===== src/rtl/user_clock_ctrl.sv =====
// Overlay user clock generator: free-run, single-step and counted bursts derived from SCLK.
// UCLK is a registered one-cycle-high pulse per tick and is frozen while HOLD is asserted.
module user_clock_ctrl #(
  parameter int          DIV_WIDTH   = 26,
  parameter int unsigned DIV_RESET   = 50000000,
  parameter int          BURST_WIDTH = 16
) (
  input  logic                   i_sclk,
  input  logic                   i_reset,
  input  logic                   i_step,
  input  logic                   i_run_toggle,
  input  logic                   i_hold,
  input  logic                   i_div_load,
  input  logic [DIV_WIDTH-1:0]   i_div_value,
  input  logic                   i_burst_valid,
  input  logic [BURST_WIDTH-1:0] i_burst_count,
  output logic                   o_burst_ready,
  output logic                   o_burst_done,
  output logic                   o_uclk,
  output logic                   o_running,
  output logic [BURST_WIDTH-1:0] o_cycle_count
);

  typedef enum logic [1:0] {
    ST_IDLE,
    ST_RUN,
    ST_BURST
  } state_t;

  state_t                 r_state;
  logic [DIV_WIDTH-1:0]   r_div;
  logic [DIV_WIDTH-1:0]   r_divcnt;
  logic [BURST_WIDTH-1:0] r_remaining;
  logic [BURST_WIDTH-1:0] r_cycle_count;
  logic                   r_uclk;
  logic                   r_running;
  logic                   r_burst_ready;
  logic                   r_burst_done;
  logic                   r_step_pending;

  logic [DIV_WIDTH-1:0]   w_new_div;
  logic [DIV_WIDTH-1:0]   w_div_eff;
  logic                   w_div_hit;
  logic                   w_div_over;
  logic                   w_tick;
  logic                   w_burst_accept;
  logic                   w_step_req;

  // A freshly loaded divider is compared in the same cycle, so divcnt can never overshoot it.
  assign w_new_div      = (i_div_value == '0) ? DIV_WIDTH'(1) : i_div_value;
  assign w_div_eff      = i_div_load ? w_new_div : r_div;
  assign w_div_hit      = (r_divcnt == w_div_eff);
  assign w_div_over     = (r_divcnt > w_div_eff);
  assign w_tick         = !i_hold && w_div_hit;
  assign w_burst_accept = i_burst_valid && r_burst_ready;
  assign w_step_req     = i_step || r_step_pending;

  // NOTE: all state below is sequential, so every assignment is non-blocking; the
  // defaults at the top of the else-branch make UCLK and BURST_DONE single-cycle pulses.
  always_ff @(posedge i_sclk) begin
    if (i_reset) begin
      r_state        <= ST_IDLE;
      r_div          <= DIV_WIDTH'(DIV_RESET);
      r_divcnt       <= '0;
      r_remaining    <= '0;
      r_cycle_count  <= '0;
      r_uclk         <= 1'b0;
      r_running      <= 1'b0;
      r_burst_ready  <= 1'b0;
      r_burst_done   <= 1'b0;
      r_step_pending <= 1'b0;
    end else begin
      r_uclk       <= 1'b0;
      r_burst_done <= 1'b0;

      if (i_div_load) r_div <= w_new_div;
      if (r_uclk)     r_cycle_count <= r_cycle_count + BURST_WIDTH'(1);

      case (r_state)
        ST_IDLE: begin
          r_burst_ready <= 1'b1;
          if (w_burst_accept) begin
            r_step_pending <= 1'b0;
            r_divcnt       <= '0;
            if (i_burst_count == '0) begin
              r_burst_done <= 1'b1;
            end else begin
              r_state       <= ST_BURST;
              r_remaining   <= i_burst_count;
              r_burst_ready <= 1'b0;
            end
          end else if (i_run_toggle) begin
            r_state        <= ST_RUN;
            r_running      <= 1'b1;
            r_burst_ready  <= 1'b0;
            r_divcnt       <= '0;
            r_step_pending <= 1'b0;
          end else if (i_hold || r_uclk) begin
            // Held (or just ticked): remember the request so it issues once later.
            r_step_pending <= w_step_req;
          end else begin
            r_uclk         <= w_step_req;
            r_step_pending <= 1'b0;
          end
        end

        ST_RUN: begin
          if (i_run_toggle) begin
            r_state       <= ST_IDLE;
            r_running     <= 1'b0;
            r_burst_ready <= 1'b1;
            r_divcnt      <= '0;
          end else if (w_tick) begin
            r_uclk   <= 1'b1;
            r_divcnt <= '0;
          end else if (!i_hold) begin
            r_divcnt <= r_divcnt + DIV_WIDTH'(1);
          end
        end

        ST_BURST: begin
          if (r_remaining == '0) begin
            r_state       <= ST_IDLE;
            r_burst_done  <= 1'b1;
            r_burst_ready <= 1'b1;
            r_divcnt      <= '0;
          end else if (w_tick) begin
            r_uclk      <= 1'b1;
            r_divcnt    <= '0;
            r_remaining <= r_remaining - BURST_WIDTH'(1);
          end else if (!i_hold) begin
            r_divcnt <= r_divcnt + DIV_WIDTH'(1);
          end
        end

        default: begin
          r_state       <= ST_IDLE;
          r_running     <= 1'b0;
          r_burst_ready <= 1'b1;
          r_divcnt      <= '0;
        end
      endcase

      // A shrinking divider restarts the period instead of letting divcnt run past it.
      if (i_div_load && w_div_over) r_divcnt <= '0;
    end
  end

  assign o_uclk        = r_uclk;
  assign o_running     = r_running;
  assign o_burst_ready = r_burst_ready;
  assign o_burst_done  = r_burst_done;
  assign o_cycle_count = r_cycle_count;

endmodule


===== config.mk =====
export PLATFORM = sky130hd
export DESIGN_NAME = user_clock_ctrl
export DESIGN_NICKNAME = d
export VERILOG_FILES = /design/src/rtl/user_clock_ctrl.sv
export SDC_FILE = /design/constraint.sdc
export NUM_CORES = 1
export LEC_CHECK = 0
export CAP_MARGIN = 30
export CORE_MARGIN = 2
export CORE_UTILIZATION = 23
export DETAILED_ROUTE_END_ITERATION = 6
export GPL_TIMING_DRIVEN = 0
export HOLD_SLACK_MARGIN = 0.03
export PLACE_DENSITY = 0.48
export SYNTH_ARGS = -nofsm -noshare
export SYNTH_HDL_FRONTEND = slang
export SYNTH_SLANG_ARGS = --single-unit

===== constraint.sdc =====
create_clock -name i_sclk -period 10.5 [get_ports i_sclk]
set_clock_uncertainty 0.05 [all_clocks]
set_input_delay 2.1 -clock i_sclk [delete_from_list [all_inputs] [get_ports i_sclk]]
set_output_delay 2.1 -clock i_sclk [all_outputs]
set_load 0.03 [all_outputs]

==> results by stage <==
Run status:
- The run finished with clean final reports.

STA:
- The final-layout worst hold slack is between 0.4 and 0.5 ns.
- The final worst setup slack is 4.69 ns.
- In the finished design, the share of the clock period the worst path needs comes to 0.553.
- The highest achievable clock rate is 172 MHz.
- The worst path in the final design needs a cycle of about 5.8 ns, including I/O delays and setup.
- The worst-margin pin slew is 0.783 ns.
- For the final routed database, the setup TNS stands at 0 ns.
- The count of endpoints failing setup in the final report is 0.
- Measured against its own limit, the worst slew margin works out to 0.475.
- Setup repair after global routing left no endpoint under its margin.
- The number of slew-limit violations in the final report is 0.
- The number of hold violations in the final report is 0.

Yosys:
- The net count after synthesis is around 690.
- The Yosys step of the flow raised 0 warnings.
- In the synthesized netlist, the cells that appear most often are sky130_fd_sc_hd__dfxtp_1, sky130_fd_sc_hd__nor2_1, sky130_fd_sc_hd__nand2_1.
- The top cell type's share of synthesized area is 0.354.
- The post-synthesis average cell area is 8.45 um2.
- The most area-hungry cell type in the Yosys netlist is sky130_fd_sc_hd__dfxtp_1.
- The area of the mapped netlist is 5150 um2.
- By area the synthesized netlist is led by sky130_fd_sc_hd__dfxtp_1, sky130_fd_sc_hd__ha_1, sky130_fd_sc_hd__mux2i_1.
- The portion of the post-synthesis area used by sequential elements is 0.354.
- The number of different library cells used by synthesis comes to between 60 and 70.
- Among all flip-flop cells after synthesis, the most frequent one is sky130_fd_sc_hd__dfxtp_1.
- Yosys mapped a number of flops with a built-in enable equal to 0.
- The number of standard cells after synthesis is around 610.
- The flop and latch count out of synthesis is 91.
- The most numerous cell in the Yosys netlist is sky130_fd_sc_hd__dfxtp_1.
- The async set or reset register ratio after synthesis is 0.

Finish:
- After filler insertion, the fill cell instance count of the layout stands at around 2400.
- The count of antenna diodes in the layout is 0.
- Compared with the post-synthesis result, the final layout area differs by 25.7%.
- In the final design database the tool counted 768 nets.
- The number of standard cells in the final layout excluding fillers is 971.
- In the final layout, the share of cells above drive strength 1 is 0.0608.

Power and ir drop:
- The static leakage is 2.40 nW.
- The power per cell area is 182 nW/um2.
- The sum of internal, switching and leakage power is 1.18 mW.
- Across the VDD grid, the largest voltage drop is 89.0 uV.

Min path:
- The terminating pin of the worst hold path is r_step_pending.
- The type of the worst min-delay path is reg2reg.
- The hold path depth is 2.
- The worst hold path startpoint is r_step_pending.

Clocking:
- The total CTS buffers is 9.
- In this run the number of H-tree levels came out at 3.
- The count of clock tree sinks is 91.
- The tree is rooted in a sky130_fd_sc_hd__clkbuf_16.
- The maximum root-to-sink buffer count is 2.
- Hold repair after CTS inserted 0 buffers.
- TritonCTS built the clock tree.
- Clock-pin slew was measured on the worst setup and hold paths at 0.07 ns.
- Once the clock tree was built, the resizer swapped 0 gates to a different size.
- The clock latency on the worst-skew pair is 0.35 ns.
- The post-CTS setup repair buffer count is 0.

GRT:
- The overall overflow remaining after global route is 0.
- The first global-routing pass estimated 24800 um of wire.
- The pin count of the biggest net entering global routing is 16.
- The number of antenna violations at the first check in global routing is 0.
- The number of global-route vias before repair was 4519.
- Across every metal layer, demand over resource in global routing totals 0.131.

Detailed routing:
- The final routed wirelength across all metal layers is between 15000 and 20000 um.
- The vias per cell is 4.93.
- The average wire per standard cell is 15.8 um.
- Once detail routing completed, the nets flagged for antenna violations numbered 0.
- The routed layout has between 4000 and 5000 vias.
- The first-pass iteration count of the detailed router is 4.
- For this block, the initial DRC count from the detailed router was 338.
- In the routed design, unresolved DRC markers number 0.

Worst setup path:
- The end of the worst register-to-register path is r_remaining[15].
- The worst reg2reg path depth is 9.
- The arrival time reported for the critical path endpoint is 6.02 ns.
- The startpoint type of the worst setup path is an input port.
- STA classifies the critical path endpoint as a flop.
- The largest individual stage delay along the critical path comes from the cell sky130_fd_sc_hd__clkbuf_1.
- The worst flop-to-flop path startpoint is r_div[9].
- The setup check on the worst reg-to-reg path leaves a slack of 7.51 ns.
- Along the worst path, the maximum fanout reaches 10.
- The critical path is of the in2reg type.
- STA puts the critical path data required time at 10.71 ns.
- Traced cell by cell, the critical path runs through clkbuf_1, clkbuf_1, mux2i_1, ha_1, nand4_1, nor4_2, nand3_1, o2bb2ai_2, buf_2, a31oi_1, a211oi_1.
- The most repeated library cell on the critical path is sky130_fd_sc_hd__clkbuf_1.
- The delay contributed by the slowest stage of the critical path is 0.67 ns.

Die:
- The die is 154 um tall.
- The number of top-level design ports is a little under 70.
- The core region is 21900 um2.
- The area enclosed by the die boundary is 23600 um2.
- The initial utilization of the core area, before any placement, comes to 0.235.
- From left edge to right edge, the die measures approximately 150 um.
- The total number of placement rows is 54.

Place:
- The number of placed instances, taps included, is 955.
- Routability-driven placement finished with a final weighted congestion of roughly 0.83.
- Buffers placed on the I/O ports in this run total between 60 and 70.
- The HPWL reported at the end of detailed placement is 11900 um.
- At the placement stage, the worst setup path has a slack of 4.32 ns.

Run:
- Across the run, the number of max-cap violations was 0.
==> metal layers <==
metal	wire [um]	track usage	share of wire
met3	714	0.0324	0.047
met4	186	0.0249	0.012
met1	7350	0.177	0.48
met2	7100	0.213	0.46
met5	0	0	0
==> worst max-delay path, delay by kind of cell <==
| family | cells | cell delay [ns] |
|---|---|---|
| buf+inv | 3 | 1.50 |
| mux | 1 | 0.27 |
| compound gates | 3 | 0.75 |
| simple gates | 3 | 1.03 |
| fa+ha+maj | 1 | 0.36 |
==> layout by cell type (no fill, tap or decap), types with 8 or more instances in the layout <==
master	n
sky130_fd_sc_hd__or3_1	17
sky130_fd_sc_hd__nor3_1	19
sky130_fd_sc_hd__clkdlybuf4s50_1	66
sky130_fd_sc_hd__xnor2_1	8
sky130_fd_sc_hd__nand2_1	56
sky130_fd_sc_hd__o21ai_0	13
sky130_fd_sc_hd__a31oi_1	25
sky130_fd_sc_hd__a21oi_1	23
sky130_fd_sc_hd__nand4_1	15
sky130_fd_sc_hd__mux2i_1	26
sky130_fd_sc_hd__xor2_1	13
sky130_fd_sc_hd__clkbuf_1	19
sky130_fd_sc_hd__ha_1	33
sky130_fd_sc_hd__clkbuf_16	9
sky130_fd_sc_hd__inv_1	16
sky130_fd_sc_hd__nand3_1	35
sky130_fd_sc_hd__nand2b_1	13
sky130_fd_sc_hd__nor2_1	65
sky130_fd_sc_hd__nor4_1	14
sky130_fd_sc_hd__dfxtp_1	91
sky130_fd_sc_hd__a21o_1	9
sky130_fd_sc_hd__and3_1	8
==> power by group <==
group          switching (mW)  internal, mW  total [mW]
sequential             0.0355         0.383       0.418
clock                   0.142         0.198       0.341
combinational           0.270         0.148       0.418
total                   0.448         0.729        1.18
==> stage by stage <==
stage	utilization	area (um2)
floorplan	-	5150
global placement	0.281	6160
detailed placement	0.281	6160
CTS	0.296	6470
global route	0.296	6470
finish	0.296	6470
==> cell families (layout without fill, tap and decap cells) <==
logic type / Yosys count / count (layout) / share of synthesized area
flops: 91 / 91 / 0.354
fa+ha+maj: 33 / 33 / 0.0802
buf+inv: 42 / 124 / 0.0352
simple gates: 272 / 272 / 0.275
xor+xnor: 21 / 21 / 0.0357
mux: 26 / 26 / 0.0506
compound gates: 124 / 124 / 0.169
==> sequential cells by signal, summed over array words and instances, names as in the netlist <==
signal / flops
r_div: 26
r_divcnt: 26
o_cycle_count: 16
r_remaining: 16
r_state: 2
o_burst_done: 1
o_burst_ready: 1
o_running: 1
o_uclk: 1
r_step_pending: 1
==> layout make-up <==
| class | instances | area (um2) | share of cell area |
|---|---|---|---|
| Sequential cell | 91 | 1820 | 0.282 |
| Buffer | 26 | 121 | 0.0188 |
| Clock inverter | 5 | 60.1 | 0.00928 |
| Tap cell | 280 | 350 | 0.0541 |
| Timing Repair Buffer | 66 | 661 | 0.102 |
| Inverter | 16 | 60.1 | 0.00928 |
| Clock buffer | 11 | 253 | 0.0391 |
| Multi-Input combinational cell | 476 | 3140 | 0.486 |
==> how the worst max path moves through the flow <==
stage / startpoint / endpoint / slack [ns] / cells past startpoint
finish: i_div_load / r_remaining[15] / 4.69 / 11
global route: i_div_load / r_remaining[0] / 4.36 / 10
floorplan: i_div_load / r_divcnt[11] / 5.39 / 12
CTS: i_div_load / r_remaining[8] / 4.68 / 10
detailed placement: i_div_load / r_remaining[14] / 4.32 / 10
global placement: i_div_load / r_remaining[8] / 4.31 / 10
(Power assumes the default switching activity.)
